### src/rtl/axi_tg_pkg.sv
// Shared types and helpers for the AXI write/read-back traffic generator.
// Used by axi_master_traffic_gen and its saturating counter sub-module.
package axi_tg_pkg;

  localparam int unsigned TG_MAX_W = 512;

  typedef enum logic [2:0] {
    S_IDLE = 3'd0,
    S_AW   = 3'd1,
    S_W    = 3'd2,
    S_B    = 3'd3,
    S_AR   = 3'd4,
    S_R    = 3'd5,
    S_NEXT = 3'd6
  } state_e;

  function automatic int unsigned tg_bytes(input int unsigned data_w);
    return data_w / 8;
  endfunction

  function automatic int unsigned tg_size(input int unsigned data_w);
    return $clog2(data_w / 8);
  endfunction

  function automatic int unsigned tg_burst_bytes(input int unsigned beats, input int unsigned data_w);
    return beats * (data_w / 8);
  endfunction

  // Operands are zero-extended to TG_MAX_W by the caller and truncated back afterwards.
  function automatic logic [TG_MAX_W-1:0] pattern(input logic [TG_MAX_W-1:0] seed,
                                                  input logic [TG_MAX_W-1:0] addr);
    return seed ^ addr;
  endfunction

endpackage

### src/rtl/axi_master_traffic_gen_if.sv
// AXI4 bus interface with Master/Slave modports, carried between the
// traffic generator and the SoC crossbar (or a bench memory model).
interface AXI_BUS #(
  parameter int unsigned AXI_ADDR_WIDTH = 64,
  parameter int unsigned AXI_DATA_WIDTH = 64,
  parameter int unsigned AXI_ID_WIDTH   = 10,
  parameter int unsigned AXI_USER_WIDTH = 10
);
  localparam int unsigned AXI_STRB_WIDTH = AXI_DATA_WIDTH / 8;

  logic [AXI_ID_WIDTH-1:0]   aw_id;
  logic [AXI_ADDR_WIDTH-1:0] aw_addr;
  logic [7:0]                aw_len;
  logic [2:0]                aw_size;
  logic [1:0]                aw_burst;
  logic                      aw_lock;
  logic [3:0]                aw_cache;
  logic [2:0]                aw_prot;
  logic [3:0]                aw_qos;
  logic [3:0]                aw_region;
  logic [5:0]                aw_atop;
  logic [AXI_USER_WIDTH-1:0] aw_user;
  logic                      aw_valid;
  logic                      aw_ready;

  logic [AXI_DATA_WIDTH-1:0] w_data;
  logic [AXI_STRB_WIDTH-1:0] w_strb;
  logic                      w_last;
  logic [AXI_USER_WIDTH-1:0] w_user;
  logic                      w_valid;
  logic                      w_ready;

  logic [AXI_ID_WIDTH-1:0]   b_id;
  logic [1:0]                b_resp;
  logic [AXI_USER_WIDTH-1:0] b_user;
  logic                      b_valid;
  logic                      b_ready;

  logic [AXI_ID_WIDTH-1:0]   ar_id;
  logic [AXI_ADDR_WIDTH-1:0] ar_addr;
  logic [7:0]                ar_len;
  logic [2:0]                ar_size;
  logic [1:0]                ar_burst;
  logic                      ar_lock;
  logic [3:0]                ar_cache;
  logic [2:0]                ar_prot;
  logic [3:0]                ar_qos;
  logic [3:0]                ar_region;
  logic [AXI_USER_WIDTH-1:0] ar_user;
  logic                      ar_valid;
  logic                      ar_ready;

  logic [AXI_ID_WIDTH-1:0]   r_id;
  logic [AXI_DATA_WIDTH-1:0] r_data;
  logic [1:0]                r_resp;
  logic                      r_last;
  logic [AXI_USER_WIDTH-1:0] r_user;
  logic                      r_valid;
  logic                      r_ready;

  modport Master (
    output aw_id, aw_addr, aw_len, aw_size, aw_burst, aw_lock, aw_cache, aw_prot,
           aw_qos, aw_region, aw_atop, aw_user, aw_valid,
    input  aw_ready,
    output w_data, w_strb, w_last, w_user, w_valid,
    input  w_ready,
    input  b_id, b_resp, b_user, b_valid,
    output b_ready,
    output ar_id, ar_addr, ar_len, ar_size, ar_burst, ar_lock, ar_cache, ar_prot,
           ar_qos, ar_region, ar_user, ar_valid,
    input  ar_ready,
    input  r_id, r_data, r_resp, r_last, r_user, r_valid,
    output r_ready
  );

  modport Slave (
    input  aw_id, aw_addr, aw_len, aw_size, aw_burst, aw_lock, aw_cache, aw_prot,
           aw_qos, aw_region, aw_atop, aw_user, aw_valid,
    output aw_ready,
    input  w_data, w_strb, w_last, w_user, w_valid,
    output w_ready,
    output b_id, b_resp, b_user, b_valid,
    input  b_ready,
    input  ar_id, ar_addr, ar_len, ar_size, ar_burst, ar_lock, ar_cache, ar_prot,
           ar_qos, ar_region, ar_user, ar_valid,
    output ar_ready,
    output r_id, r_data, r_resp, r_last, r_user, r_valid,
    input  r_ready
  );

endinterface

### src/rtl/axi_tg_sat_cnt.sv
// Saturating up-counter with synchronous clear; used for the error and
// read-back mismatch tallies.
module axi_tg_sat_cnt #(
  parameter int unsigned WIDTH = 16
) (
  input  logic             i_clk,
  input  logic             i_rst_n,
  input  logic             i_clr,
  input  logic             i_en,
  output logic [WIDTH-1:0] o_cnt
);

  logic [WIDTH-1:0] r_cnt;

  always_ff @(posedge i_clk) begin
    if (!i_rst_n || i_clr) begin
      r_cnt <= '0;
    end else if (i_en && (r_cnt != {WIDTH{1'b1}})) begin
      r_cnt <= r_cnt + WIDTH'(1);
    end
  end

  assign o_cnt = r_cnt;

endmodule

### src/rtl/axi_master_traffic_gen.sv
// AXI4 write sweep traffic generator with optional read-back check.
// Read-back is compiled in when AXI_TG_READBACK_EN is defined.
module axi_master_traffic_gen
  import axi_tg_pkg::*;
#(
  parameter int unsigned AXI_ID_WIDTH   = 10,
  parameter int unsigned AXI_ADDR_WIDTH = 64,
  parameter int unsigned AXI_DATA_WIDTH = 64,
  parameter int unsigned AXI_USER_WIDTH = 10,
  parameter int unsigned BEATS          = 4,
  parameter logic [63:0] START_ADDR     = 64'h9000_0000,
  parameter logic [63:0] END_ADDR       = 64'h9000_0100,
  parameter logic [63:0] PATTERN_SEED   = 64'hdead_beef_1234_5678
) (
  input  logic          clk_i,
  input  logic          rst_ni,
  input  logic          start_i,
  input  logic          loop_i,
  input  logic          stop_i,
  output logic          busy_o,
  output logic          done_o,
  output logic [31:0]   txn_cnt_o,
  output logic [15:0]   err_cnt_o,
  output logic [15:0]   mismatch_cnt_o,
  output state_e        dbg_state_o,
  AXI_BUS.Master        axi_master_port
);

  localparam int unsigned BYTES       = tg_bytes(AXI_DATA_WIDTH);
  localparam int unsigned SIZE        = tg_size(AXI_DATA_WIDTH);
  localparam int unsigned BURST_BYTES = tg_burst_bytes(BEATS, AXI_DATA_WIDTH);
  localparam logic [AXI_ADDR_WIDTH-1:0] START_A = AXI_ADDR_WIDTH'(START_ADDR);
  localparam logic [AXI_ADDR_WIDTH-1:0] END_A   = AXI_ADDR_WIDTH'(END_ADDR);
  localparam logic [AXI_ADDR_WIDTH-1:0] BURST_A = AXI_ADDR_WIDTH'(BURST_BYTES);
  localparam logic [7:0]                LEN     = 8'(BEATS - 1);

  // Handshakes: a transfer happens on a rising edge where valid && ready.
  // Valid is raised without waiting for ready and, with its payload, held
  // stable until that edge; ready may toggle freely.

  state_e                    r_state;
  logic [AXI_ADDR_WIDTH-1:0] r_addr;
  logic [7:0]                r_beat;
  logic                      r_loop;
  logic                      r_stop;
  logic                      r_done;
  logic                      r_aw_valid;
  logic                      r_w_valid;
  logic                      r_b_ready;
  logic [31:0]               r_txn;

  logic [AXI_ADDR_WIDTH-1:0] w_beat_addr;
  logic [AXI_ADDR_WIDTH-1:0] w_next_addr;
  logic [TG_MAX_W-1:0]       w_pat_full;
  logic [AXI_DATA_WIDTH-1:0] w_pat_data;
  logic                      w_last_beat;
  logic                      w_fits;
  logic                      w_aw_hs;
  logic                      w_w_hs;
  logic                      w_b_hs;
  logic                      w_stop_req;
  logic                      w_clr;
  logic                      w_err_en;

  assign w_beat_addr = r_addr + (AXI_ADDR_WIDTH'(r_beat) << SIZE);
  assign w_next_addr = r_addr + BURST_A;
  assign w_fits      = (w_next_addr + BURST_A) <= END_A;
  assign w_pat_full  = pattern(TG_MAX_W'(PATTERN_SEED), TG_MAX_W'(w_beat_addr));
  assign w_pat_data  = w_pat_full[AXI_DATA_WIDTH-1:0];
  assign w_last_beat = (r_beat == LEN);
  assign w_aw_hs     = r_aw_valid & axi_master_port.aw_ready;
  assign w_w_hs      = r_w_valid & axi_master_port.w_ready;
  assign w_b_hs      = r_b_ready & axi_master_port.b_valid;
  assign w_stop_req  = r_stop | stop_i;
  assign w_clr       = (r_state == S_IDLE) && start_i;

`ifdef AXI_TG_READBACK_EN
  logic r_ar_valid;
  logic r_r_ready;
  logic w_ar_hs;
  logic w_r_hs;
  logic w_mis_en;

  assign w_ar_hs  = r_ar_valid & axi_master_port.ar_ready;
  assign w_r_hs   = r_r_ready & axi_master_port.r_valid;
  assign w_mis_en = w_r_hs && (axi_master_port.r_data != w_pat_data);
  assign w_err_en = (w_b_hs && (axi_master_port.b_resp != 2'b00)) ||
                    (w_r_hs && (axi_master_port.r_resp != 2'b00));
`else
  assign w_err_en = w_b_hs && (axi_master_port.b_resp != 2'b00);
`endif

  always_ff @(posedge clk_i) begin
    if (!rst_ni) begin
      r_state    <= S_IDLE;
      r_addr     <= START_A;
      r_beat     <= '0;
      r_loop     <= 1'b0;
      r_stop     <= 1'b0;
      r_done     <= 1'b0;
      r_aw_valid <= 1'b0;
      r_w_valid  <= 1'b0;
      r_b_ready  <= 1'b0;
      r_txn      <= '0;
`ifdef AXI_TG_READBACK_EN
      r_ar_valid <= 1'b0;
      r_r_ready  <= 1'b0;
`endif
    end else begin
      r_done <= 1'b0;
      // Stop is only honoured between bursts, so remember it until NEXT.
      if (stop_i && (r_state != S_IDLE)) r_stop <= 1'b1;
      case (r_state)
        S_IDLE: begin
          if (start_i) begin
            r_loop     <= loop_i;
            r_stop     <= 1'b0;
            r_addr     <= START_A;
            r_txn      <= '0;
            r_aw_valid <= 1'b1;
            r_state    <= S_AW;
          end
        end
        S_AW: begin
          if (w_aw_hs) begin
            r_aw_valid <= 1'b0;
            r_w_valid  <= 1'b1;
            r_beat     <= '0;
            r_state    <= S_W;
          end
        end
        S_W: begin
          if (w_w_hs) begin
            if (w_last_beat) begin
              r_w_valid <= 1'b0;
              r_b_ready <= 1'b1;
              r_state   <= S_B;
            end else begin
              r_beat <= r_beat + 8'd1;
            end
          end
        end
        S_B: begin
          if (w_b_hs) begin
            r_b_ready <= 1'b0;
            r_txn     <= r_txn + 32'd1;
`ifdef AXI_TG_READBACK_EN
            r_ar_valid <= 1'b1;
            r_state    <= S_AR;
`else
            r_state    <= S_NEXT;
`endif
          end
        end
`ifdef AXI_TG_READBACK_EN
        S_AR: begin
          if (w_ar_hs) begin
            r_ar_valid <= 1'b0;
            r_r_ready  <= 1'b1;
            r_beat     <= '0;
            r_state    <= S_R;
          end
        end
        S_R: begin
          if (w_r_hs) begin
            r_beat <= r_beat + 8'd1;
            if (axi_master_port.r_last) begin
              r_r_ready <= 1'b0;
              r_state   <= S_NEXT;
            end
          end
        end
`endif
        S_NEXT: begin
          if (w_stop_req) begin
            r_done  <= 1'b1;
            r_state <= S_IDLE;
          end else if (w_fits) begin
            r_addr     <= w_next_addr;
            r_aw_valid <= 1'b1;
            r_state    <= S_AW;
          end else if (r_loop) begin
            r_addr     <= START_A;
            r_aw_valid <= 1'b1;
            r_state    <= S_AW;
          end else begin
            r_done  <= 1'b1;
            r_state <= S_IDLE;
          end
        end
        default: r_state <= S_IDLE;
      endcase
    end
  end

  axi_tg_sat_cnt #(.WIDTH(16)) u_err_cnt (
    .i_clk   (clk_i),
    .i_rst_n (rst_ni),
    .i_clr   (w_clr),
    .i_en    (w_err_en),
    .o_cnt   (err_cnt_o)
  );

`ifdef AXI_TG_READBACK_EN
  axi_tg_sat_cnt #(.WIDTH(16)) u_mis_cnt (
    .i_clk   (clk_i),
    .i_rst_n (rst_ni),
    .i_clr   (w_clr),
    .i_en    (w_mis_en),
    .o_cnt   (mismatch_cnt_o)
  );
  assign axi_master_port.ar_addr  = r_addr;
  assign axi_master_port.ar_valid = r_ar_valid;
  assign axi_master_port.r_ready  = r_r_ready;
`else
  assign mismatch_cnt_o           = '0;
  assign axi_master_port.ar_addr  = '0;
  assign axi_master_port.ar_valid = 1'b0;
  assign axi_master_port.r_ready  = 1'b1;
`endif

  assign busy_o      = (r_state != S_IDLE);
  assign done_o      = r_done;
  assign txn_cnt_o   = r_txn;
  assign dbg_state_o = r_state;

  assign axi_master_port.aw_id     = '0;
  assign axi_master_port.aw_addr   = r_addr;
  assign axi_master_port.aw_len    = LEN;
  assign axi_master_port.aw_size   = 3'(SIZE);
  assign axi_master_port.aw_burst  = 2'b01;
  assign axi_master_port.aw_lock   = 1'b0;
  assign axi_master_port.aw_cache  = 4'b0000;
  assign axi_master_port.aw_prot   = 3'b000;
  assign axi_master_port.aw_qos    = 4'b0000;
  assign axi_master_port.aw_region = 4'b0000;
  assign axi_master_port.aw_atop   = 6'b000000;
  assign axi_master_port.aw_user   = '0;
  assign axi_master_port.aw_valid  = r_aw_valid;

  assign axi_master_port.w_data    = w_pat_data;
  assign axi_master_port.w_strb    = '1;
  assign axi_master_port.w_last    = w_last_beat;
  assign axi_master_port.w_user    = '0;
  assign axi_master_port.w_valid   = r_w_valid;

  assign axi_master_port.b_ready   = r_b_ready;

  assign axi_master_port.ar_id     = '0;
  assign axi_master_port.ar_len    = LEN;
  assign axi_master_port.ar_size   = 3'(SIZE);
  assign axi_master_port.ar_burst  = 2'b01;
  assign axi_master_port.ar_lock   = 1'b0;
  assign axi_master_port.ar_cache  = 4'b0000;
  assign axi_master_port.ar_prot   = 3'b000;
  assign axi_master_port.ar_qos    = 4'b0000;
  assign axi_master_port.ar_region = 4'b0000;
  assign axi_master_port.ar_user   = '0;

endmodule

### src/flat_wrapper.sv
// flat-port wrapper written by rule: the top's interface ports become plain ports
module axi_master_traffic_gen_flat import axi_tg_pkg::*;
#(
  parameter int unsigned AXI_ID_WIDTH   = 10,
  parameter int unsigned AXI_ADDR_WIDTH = 64,
  parameter int unsigned AXI_DATA_WIDTH = 64,
  parameter int unsigned AXI_USER_WIDTH = 10,
  parameter int unsigned BEATS          = 4,
  parameter logic [63:0] START_ADDR     = 64'h9000_0000,
  parameter logic [63:0] END_ADDR       = 64'h9000_0100,
  parameter logic [63:0] PATTERN_SEED   = 64'hdead_beef_1234_5678
)
  (clk_i, rst_ni, start_i, loop_i, stop_i, busy_o, done_o, txn_cnt_o, err_cnt_o, mismatch_cnt_o, dbg_state_o, axi_master_port_aw_id, axi_master_port_aw_addr, axi_master_port_aw_len, axi_master_port_aw_size, axi_master_port_aw_burst, axi_master_port_aw_lock, axi_master_port_aw_cache, axi_master_port_aw_prot, axi_master_port_aw_qos, axi_master_port_aw_region, axi_master_port_aw_atop, axi_master_port_aw_user, axi_master_port_aw_valid, axi_master_port_aw_ready, axi_master_port_w_data, axi_master_port_w_strb, axi_master_port_w_last, axi_master_port_w_user, axi_master_port_w_valid, axi_master_port_w_ready, axi_master_port_b_id, axi_master_port_b_resp, axi_master_port_b_user, axi_master_port_b_valid, axi_master_port_b_ready, axi_master_port_ar_id, axi_master_port_ar_addr, axi_master_port_ar_len, axi_master_port_ar_size, axi_master_port_ar_burst, axi_master_port_ar_lock, axi_master_port_ar_cache, axi_master_port_ar_prot, axi_master_port_ar_qos, axi_master_port_ar_region, axi_master_port_ar_user, axi_master_port_ar_valid, axi_master_port_ar_ready, axi_master_port_r_id, axi_master_port_r_data, axi_master_port_r_resp, axi_master_port_r_last, axi_master_port_r_user, axi_master_port_r_valid, axi_master_port_r_ready);
  AXI_BUS #(.AXI_ADDR_WIDTH(AXI_ADDR_WIDTH), .AXI_DATA_WIDTH(AXI_DATA_WIDTH), .AXI_ID_WIDTH(AXI_ID_WIDTH), .AXI_USER_WIDTH(AXI_USER_WIDTH)) axi_master_port_i ();
  input  logic clk_i;
  input  logic rst_ni;
  input  logic start_i;
  input  logic loop_i;
  input  logic stop_i;
  output logic busy_o;
  output logic done_o;
  output logic [31:0] txn_cnt_o;
  output logic [15:0] err_cnt_o;
  output logic [15:0] mismatch_cnt_o;
  output state_e dbg_state_o;
  output wire logic [$bits(axi_master_port_i.aw_id)-1:0] axi_master_port_aw_id;
  output wire logic [$bits(axi_master_port_i.aw_addr)-1:0] axi_master_port_aw_addr;
  output wire logic [$bits(axi_master_port_i.aw_len)-1:0] axi_master_port_aw_len;
  output wire logic [$bits(axi_master_port_i.aw_size)-1:0] axi_master_port_aw_size;
  output wire logic [$bits(axi_master_port_i.aw_burst)-1:0] axi_master_port_aw_burst;
  output wire logic [$bits(axi_master_port_i.aw_lock)-1:0] axi_master_port_aw_lock;
  output wire logic [$bits(axi_master_port_i.aw_cache)-1:0] axi_master_port_aw_cache;
  output wire logic [$bits(axi_master_port_i.aw_prot)-1:0] axi_master_port_aw_prot;
  output wire logic [$bits(axi_master_port_i.aw_qos)-1:0] axi_master_port_aw_qos;
  output wire logic [$bits(axi_master_port_i.aw_region)-1:0] axi_master_port_aw_region;
  output wire logic [$bits(axi_master_port_i.aw_atop)-1:0] axi_master_port_aw_atop;
  output wire logic [$bits(axi_master_port_i.aw_user)-1:0] axi_master_port_aw_user;
  output wire logic [$bits(axi_master_port_i.aw_valid)-1:0] axi_master_port_aw_valid;
  input wire logic [$bits(axi_master_port_i.aw_ready)-1:0] axi_master_port_aw_ready;
  output wire logic [$bits(axi_master_port_i.w_data)-1:0] axi_master_port_w_data;
  output wire logic [$bits(axi_master_port_i.w_strb)-1:0] axi_master_port_w_strb;
  output wire logic [$bits(axi_master_port_i.w_last)-1:0] axi_master_port_w_last;
  output wire logic [$bits(axi_master_port_i.w_user)-1:0] axi_master_port_w_user;
  output wire logic [$bits(axi_master_port_i.w_valid)-1:0] axi_master_port_w_valid;
  input wire logic [$bits(axi_master_port_i.w_ready)-1:0] axi_master_port_w_ready;
  input wire logic [$bits(axi_master_port_i.b_id)-1:0] axi_master_port_b_id;
  input wire logic [$bits(axi_master_port_i.b_resp)-1:0] axi_master_port_b_resp;
  input wire logic [$bits(axi_master_port_i.b_user)-1:0] axi_master_port_b_user;
  input wire logic [$bits(axi_master_port_i.b_valid)-1:0] axi_master_port_b_valid;
  output wire logic [$bits(axi_master_port_i.b_ready)-1:0] axi_master_port_b_ready;
  output wire logic [$bits(axi_master_port_i.ar_id)-1:0] axi_master_port_ar_id;
  output wire logic [$bits(axi_master_port_i.ar_addr)-1:0] axi_master_port_ar_addr;
  output wire logic [$bits(axi_master_port_i.ar_len)-1:0] axi_master_port_ar_len;
  output wire logic [$bits(axi_master_port_i.ar_size)-1:0] axi_master_port_ar_size;
  output wire logic [$bits(axi_master_port_i.ar_burst)-1:0] axi_master_port_ar_burst;
  output wire logic [$bits(axi_master_port_i.ar_lock)-1:0] axi_master_port_ar_lock;
  output wire logic [$bits(axi_master_port_i.ar_cache)-1:0] axi_master_port_ar_cache;
  output wire logic [$bits(axi_master_port_i.ar_prot)-1:0] axi_master_port_ar_prot;
  output wire logic [$bits(axi_master_port_i.ar_qos)-1:0] axi_master_port_ar_qos;
  output wire logic [$bits(axi_master_port_i.ar_region)-1:0] axi_master_port_ar_region;
  output wire logic [$bits(axi_master_port_i.ar_user)-1:0] axi_master_port_ar_user;
  output wire logic [$bits(axi_master_port_i.ar_valid)-1:0] axi_master_port_ar_valid;
  input wire logic [$bits(axi_master_port_i.ar_ready)-1:0] axi_master_port_ar_ready;
  input wire logic [$bits(axi_master_port_i.r_id)-1:0] axi_master_port_r_id;
  input wire logic [$bits(axi_master_port_i.r_data)-1:0] axi_master_port_r_data;
  input wire logic [$bits(axi_master_port_i.r_resp)-1:0] axi_master_port_r_resp;
  input wire logic [$bits(axi_master_port_i.r_last)-1:0] axi_master_port_r_last;
  input wire logic [$bits(axi_master_port_i.r_user)-1:0] axi_master_port_r_user;
  input wire logic [$bits(axi_master_port_i.r_valid)-1:0] axi_master_port_r_valid;
  output wire logic [$bits(axi_master_port_i.r_ready)-1:0] axi_master_port_r_ready;
  assign axi_master_port_aw_id = axi_master_port_i.aw_id;
  assign axi_master_port_aw_addr = axi_master_port_i.aw_addr;
  assign axi_master_port_aw_len = axi_master_port_i.aw_len;
  assign axi_master_port_aw_size = axi_master_port_i.aw_size;
  assign axi_master_port_aw_burst = axi_master_port_i.aw_burst;
  assign axi_master_port_aw_lock = axi_master_port_i.aw_lock;
  assign axi_master_port_aw_cache = axi_master_port_i.aw_cache;
  assign axi_master_port_aw_prot = axi_master_port_i.aw_prot;
  assign axi_master_port_aw_qos = axi_master_port_i.aw_qos;
  assign axi_master_port_aw_region = axi_master_port_i.aw_region;
  assign axi_master_port_aw_atop = axi_master_port_i.aw_atop;
  assign axi_master_port_aw_user = axi_master_port_i.aw_user;
  assign axi_master_port_aw_valid = axi_master_port_i.aw_valid;
  assign axi_master_port_i.aw_ready = axi_master_port_aw_ready;
  assign axi_master_port_w_data = axi_master_port_i.w_data;
  assign axi_master_port_w_strb = axi_master_port_i.w_strb;
  assign axi_master_port_w_last = axi_master_port_i.w_last;
  assign axi_master_port_w_user = axi_master_port_i.w_user;
  assign axi_master_port_w_valid = axi_master_port_i.w_valid;
  assign axi_master_port_i.w_ready = axi_master_port_w_ready;
  assign axi_master_port_i.b_id = axi_master_port_b_id;
  assign axi_master_port_i.b_resp = axi_master_port_b_resp;
  assign axi_master_port_i.b_user = axi_master_port_b_user;
  assign axi_master_port_i.b_valid = axi_master_port_b_valid;
  assign axi_master_port_b_ready = axi_master_port_i.b_ready;
  assign axi_master_port_ar_id = axi_master_port_i.ar_id;
  assign axi_master_port_ar_addr = axi_master_port_i.ar_addr;
  assign axi_master_port_ar_len = axi_master_port_i.ar_len;
  assign axi_master_port_ar_size = axi_master_port_i.ar_size;
  assign axi_master_port_ar_burst = axi_master_port_i.ar_burst;
  assign axi_master_port_ar_lock = axi_master_port_i.ar_lock;
  assign axi_master_port_ar_cache = axi_master_port_i.ar_cache;
  assign axi_master_port_ar_prot = axi_master_port_i.ar_prot;
  assign axi_master_port_ar_qos = axi_master_port_i.ar_qos;
  assign axi_master_port_ar_region = axi_master_port_i.ar_region;
  assign axi_master_port_ar_user = axi_master_port_i.ar_user;
  assign axi_master_port_ar_valid = axi_master_port_i.ar_valid;
  assign axi_master_port_i.ar_ready = axi_master_port_ar_ready;
  assign axi_master_port_i.r_id = axi_master_port_r_id;
  assign axi_master_port_i.r_data = axi_master_port_r_data;
  assign axi_master_port_i.r_resp = axi_master_port_r_resp;
  assign axi_master_port_i.r_last = axi_master_port_r_last;
  assign axi_master_port_i.r_user = axi_master_port_r_user;
  assign axi_master_port_i.r_valid = axi_master_port_r_valid;
  assign axi_master_port_r_ready = axi_master_port_i.r_ready;
  axi_master_traffic_gen #(.AXI_ID_WIDTH(AXI_ID_WIDTH), .AXI_ADDR_WIDTH(AXI_ADDR_WIDTH), .AXI_DATA_WIDTH(AXI_DATA_WIDTH), .AXI_USER_WIDTH(AXI_USER_WIDTH), .BEATS(BEATS), .START_ADDR(START_ADDR), .END_ADDR(END_ADDR), .PATTERN_SEED(PATTERN_SEED)) u_core (.clk_i(clk_i), .rst_ni(rst_ni), .start_i(start_i), .loop_i(loop_i), .stop_i(stop_i), .busy_o(busy_o), .done_o(done_o), .txn_cnt_o(txn_cnt_o), .err_cnt_o(err_cnt_o), .mismatch_cnt_o(mismatch_cnt_o), .dbg_state_o(dbg_state_o), .axi_master_port(axi_master_port_i));
endmodule
### config.mk
export PLATFORM = sky130hd
export DESIGN_NAME = axi_master_traffic_gen_flat
export DESIGN_NICKNAME = d
export VERILOG_FILES = /design/src/rtl/axi_tg_pkg.sv /design/src/rtl/axi_master_traffic_gen_if.sv /design/src/rtl/axi_tg_sat_cnt.sv /design/src/rtl/axi_master_traffic_gen.sv /design/src/flat_wrapper.sv
export SDC_FILE = /design/constraint.sdc
export NUM_CORES = 1
export LEC_CHECK = 0
export BUFFER_PORTS_ARGS = -buffer_cell sky130_fd_sc_hd__buf_2
export CAP_MARGIN = 20
export CORE_AREA = 2 2 198 200
export CTS_CLUSTER_SIZE = 12
export DETAILED_ROUTE_END_ITERATION = 10
export DIE_AREA = 0 0 200 202
export PLACE_DENSITY_LB_ADDON = 0.2
export SYNTH_ARGS = -nofsm -noshare
export SYNTH_HDL_FRONTEND = slang
export SYNTH_SLANG_ARGS = --single-unit
### constraint.sdc
create_clock -name clk_i -period 7.6 [get_ports clk_i]
set_input_delay 0.38 -clock clk_i [delete_from_list [all_inputs] [get_ports clk_i]]
set_output_delay 0.38 -clock clk_i [all_outputs]
set_load 0.01 [all_outputs]
==> results.yml <==
run_status:
  status: "completed"
cells_and_area:
  final_area_um2: 12100
  nFillCells: 4249
  seq_area_um2: 2480
  multiInputGateArea_um2: 7170
  area_growth_pct: 11.4
  fin_cells: 2119
  antenna_cells: 0
  fin_nets: 1718
  drive_gt1_share_pct: 16.9
  final_util_pct: 31.7
drt:
  drtPass1Iterations: 9
  route.vias.total: 10500
  drcViolationCount: 0
  totalWireLength_mm: 36.3
  wire_per_inst_um: 17.1
  drt_iter0_drc: 784
  drtAntennaViolNets: 0
  viasPerCell: 4.96
timing:
  hold_viol: 0
  post-route-min-period_ps: 6380
  fin_ws_ps: 1220
  fmax_mhz: 157
  finalClockSkew_ps: 8.95
  finalSetupTns_ps: 0
  max_slew_margin_pct: 33.8
  setup_viol: 0
  slew_violations: 0
  rsz0062_at_grt: "no"
  tightest_slew_ps: 994
  holdWs_ps: 205
  fin_crit_sh_pct: 83.9
pwr:
  power_density_nw_per_um2: 136
  power_leakage_nw: 5.04
  power.total_mw: 1.65
  peakVddDrop_mv: 0.154
synthesis:
  ys_warn_count: 0
  synth.top_cell.area_share_pct: 22.8
  yosys.area.top_type: "dfxtp_1"
  yosysSeqAreaShare_pct: 22.8
  synth_cells: 1438
  async_reset_ff_share_pct: 0
  synth_seq_cells: 124
  synth.distinct_cells: 80
  ys.flop_type: "dfxtp_1"
  syn-cell-area_um2: 10900
  syn_area_per_cell_um2: 7.58
  synthTopCellsByArea: "dfxtp_1 23%, buf_4 15%, xnor2_1 6.7%"
  synth_edf_count: 0
worst_setup_path:
  arrival_ps: 6710
  cp-startpoint: "u_core.axi_master_port.aw_addr[5]"
  crit_path_end_kind: "flip-flop"
  startpoint_type: "flip-flop"
  r2r_cells: 15
  critical_path_peak_fanout: 25
  critPathRequiredTime_ps: 7930
  path_class: "reg -> reg"
  r2r_start: "u_core.axi_master_port.aw_addr[5]"
clocking:
  cts.sinks: 124
  cts_resized: 0
  htreeDepth: 4
  clock_path_buffers: 2
  ctsHoldBuffers: 0
  clk_pin_slew_ps: 60
  cts_root_buf: "clkbuf_16"
  clock_latency_ps: 440
  cts_setup_buffers: 0
  cts_tree: "built"
  numCtsBuffers: 17
placement:
  io_buffers: 186
  gp_congestion: 0.907
  place_inst: 2087
  place_area_um2: 11600
  dp_hpwl_mm: 27.9
  pre_cts_ws_ps: 1270
grt:
  antenna_found_initial: 0
  gr-usage-all-layers_pct: 17.5
  globalRouteOverflowTotal: 0
  grt_pass1_wl_mm: 54.6
  grt_pass1_vias: 9252
  grt_max_degree: 50
floorplan:
  chipWidth_um: 200
  num_rows: 72
  die_h_um: 202
  dieArea_um2: 40400
  initial_core_util_pct: 28.5
  io_pins: 508
  core_um2: 38300
hold_path:
  hold_class: "in -> reg"
  holdCritStartpoint: "stop_i"
  holdPathStages: 3
run:
  max_cap_violations: 0
power by group:
part	switching [mW]	total [mW]	leakage (nW)	internal, mW
clock	0.348	0.837	0.280	0.490
sequential	0.0106	0.667	0.999	0.657
combinational	0.115	0.145	3.76	0.0301
total	0.473	1.65	5.04	1.18
sequential cells by signal, summed over array words and instances, names as in the netlist:
name and flops:
u_core.axi_master_port.w_valid 1, u_core.txn_cnt_o 32, u_core.axi_master_port.aw_valid 1, u_core.done_o 1, u_core.axi_master_port.aw_addr 59, u_core.dbg_state_o 3, u_core.u_err_cnt.o_cnt 16, u_core.axi_master_port.b_ready 1
u_core.r_beat 8, u_core.r_loop 1, u_core.r_stop 1
metal layers:
| metal | global-route usage, % | vias to the layer above | wire [µm] |
|---|---|---|---|
| li1 | - | 5018 | - |
| met3 | 4.32 | 68 | 3050 |
| met4 | 6.77 | 0 | 1070 |
| met1 | 23.4 | 4901 | 15800 |
| met2 | 26.9 | 532 | 16300 |
| met5 | 0 | - | 0 |
cell usage after synthesis (5+ instances only):
master / n
buf_4: 215
nor2_1: 132
dfxtp_1: 124
nand2_1: 94
xnor2_1: 84
xor2_1: 72
nand4_1: 71
nand3_1: 60
clkbuf_1: 51
nor3_1: 50
a21o_1: 33
nor4_1: 33
or3_1: 32
and3_1: 31
o21ai_0: 30
a21oi_1: 26
inv_1: 25
and4_1: 21
or4_1: 19
buf_2: 18
and2_1: 17
o22ai_1: 17
ha_1: 11
a31oi_1: 10
mux2i_1: 10
nand4b_1: 10
o31a_1: 8
or2_2: 8
nor4b_1: 7
o21ai_1: 7
a22oi_1: 6
o2bb2ai_1: 6
a21boi_0: 5
buf_1: 5
nand2b_1: 5
nor2b_1: 5
nor3b_1: 5
o31ai_1: 5
worst max-delay path, cell delays in order, from the launching register on:
cell and delay [ps]:
dfxtp_1 330, ha_1 450, nand4_1 470, or3_1 650
nor4_1 330, o22ai_1 170, or4_4 550, or4_4 590
or4_1 530, a221o_1 320, nor4_2 320, and4_1 360
a21oi_2 130, o21ba_1 530, buf_12 330, a21o_1 180
cells by family after synthesis:
logic type	count (synthesis)	synth area share, %
AOI/OAI and AO/OA	200	12.8
xor gates and xnor gates	156	12.5
adders and majority gates	11	1.26
buffers and inverters	317	18.7
DFF	124	22.8
muxes	12	1.12
other	2	0.0689
and+or+nand+nor	616	30.7
layout make-up:
type	instances	share of cell area (%)
Clock buffer	18	3.53
Tap cell	518	5.34
Multi-Input combinational cell	1207	59.1
Clock inverter	14	1.32
Timing Repair Buffer	213	9.54
Inverter	25	0.773
Sequential cell	124	20.4
layout by cell type, fill, tap and decap left out, drive strengths merged, types with 7 or more instances in the layout:
cell / Yosys / routed
xor2: 72 / 72
o21ai: 37 / 37
a31oi: 10 / 10
ha: 11 / 11
and2: 17 / 17
nor2: 133 / 133
dfxtp: 124 / 124
nand4b: 10 / 10
nand2: 94 / 94
nor4: 36 / 36
mux2i: 10 / 10
o22ai: 17 / 17
xnor2: 84 / 84
nor4b: 7 / 7
or3: 32 / 32
and4: 21 / 21
a21o: 33 / 33
a21oi: 27 / 27
or2: 9 / 9
conb: 2 / 212
inv: 25 / 31
nor3: 50 / 50
nand4: 72 / 72
clkbuf: 52 / 18
o31a: 8 / 8
nand3: 61 / 61
or4: 21 / 21
buf: 240 / 213
and3: 31 / 31
worst paths after layout:
kind	to	slack, ps
min reg2reg	u_core.txn_cnt_o[24]	500
min	u_core.done_o	210
max reg2reg	u_core.axi_master_port.aw_addr[46]	1220
max	u_core.axi_master_port.aw_addr[46]	1220
(Power assumes the default switching activity.)
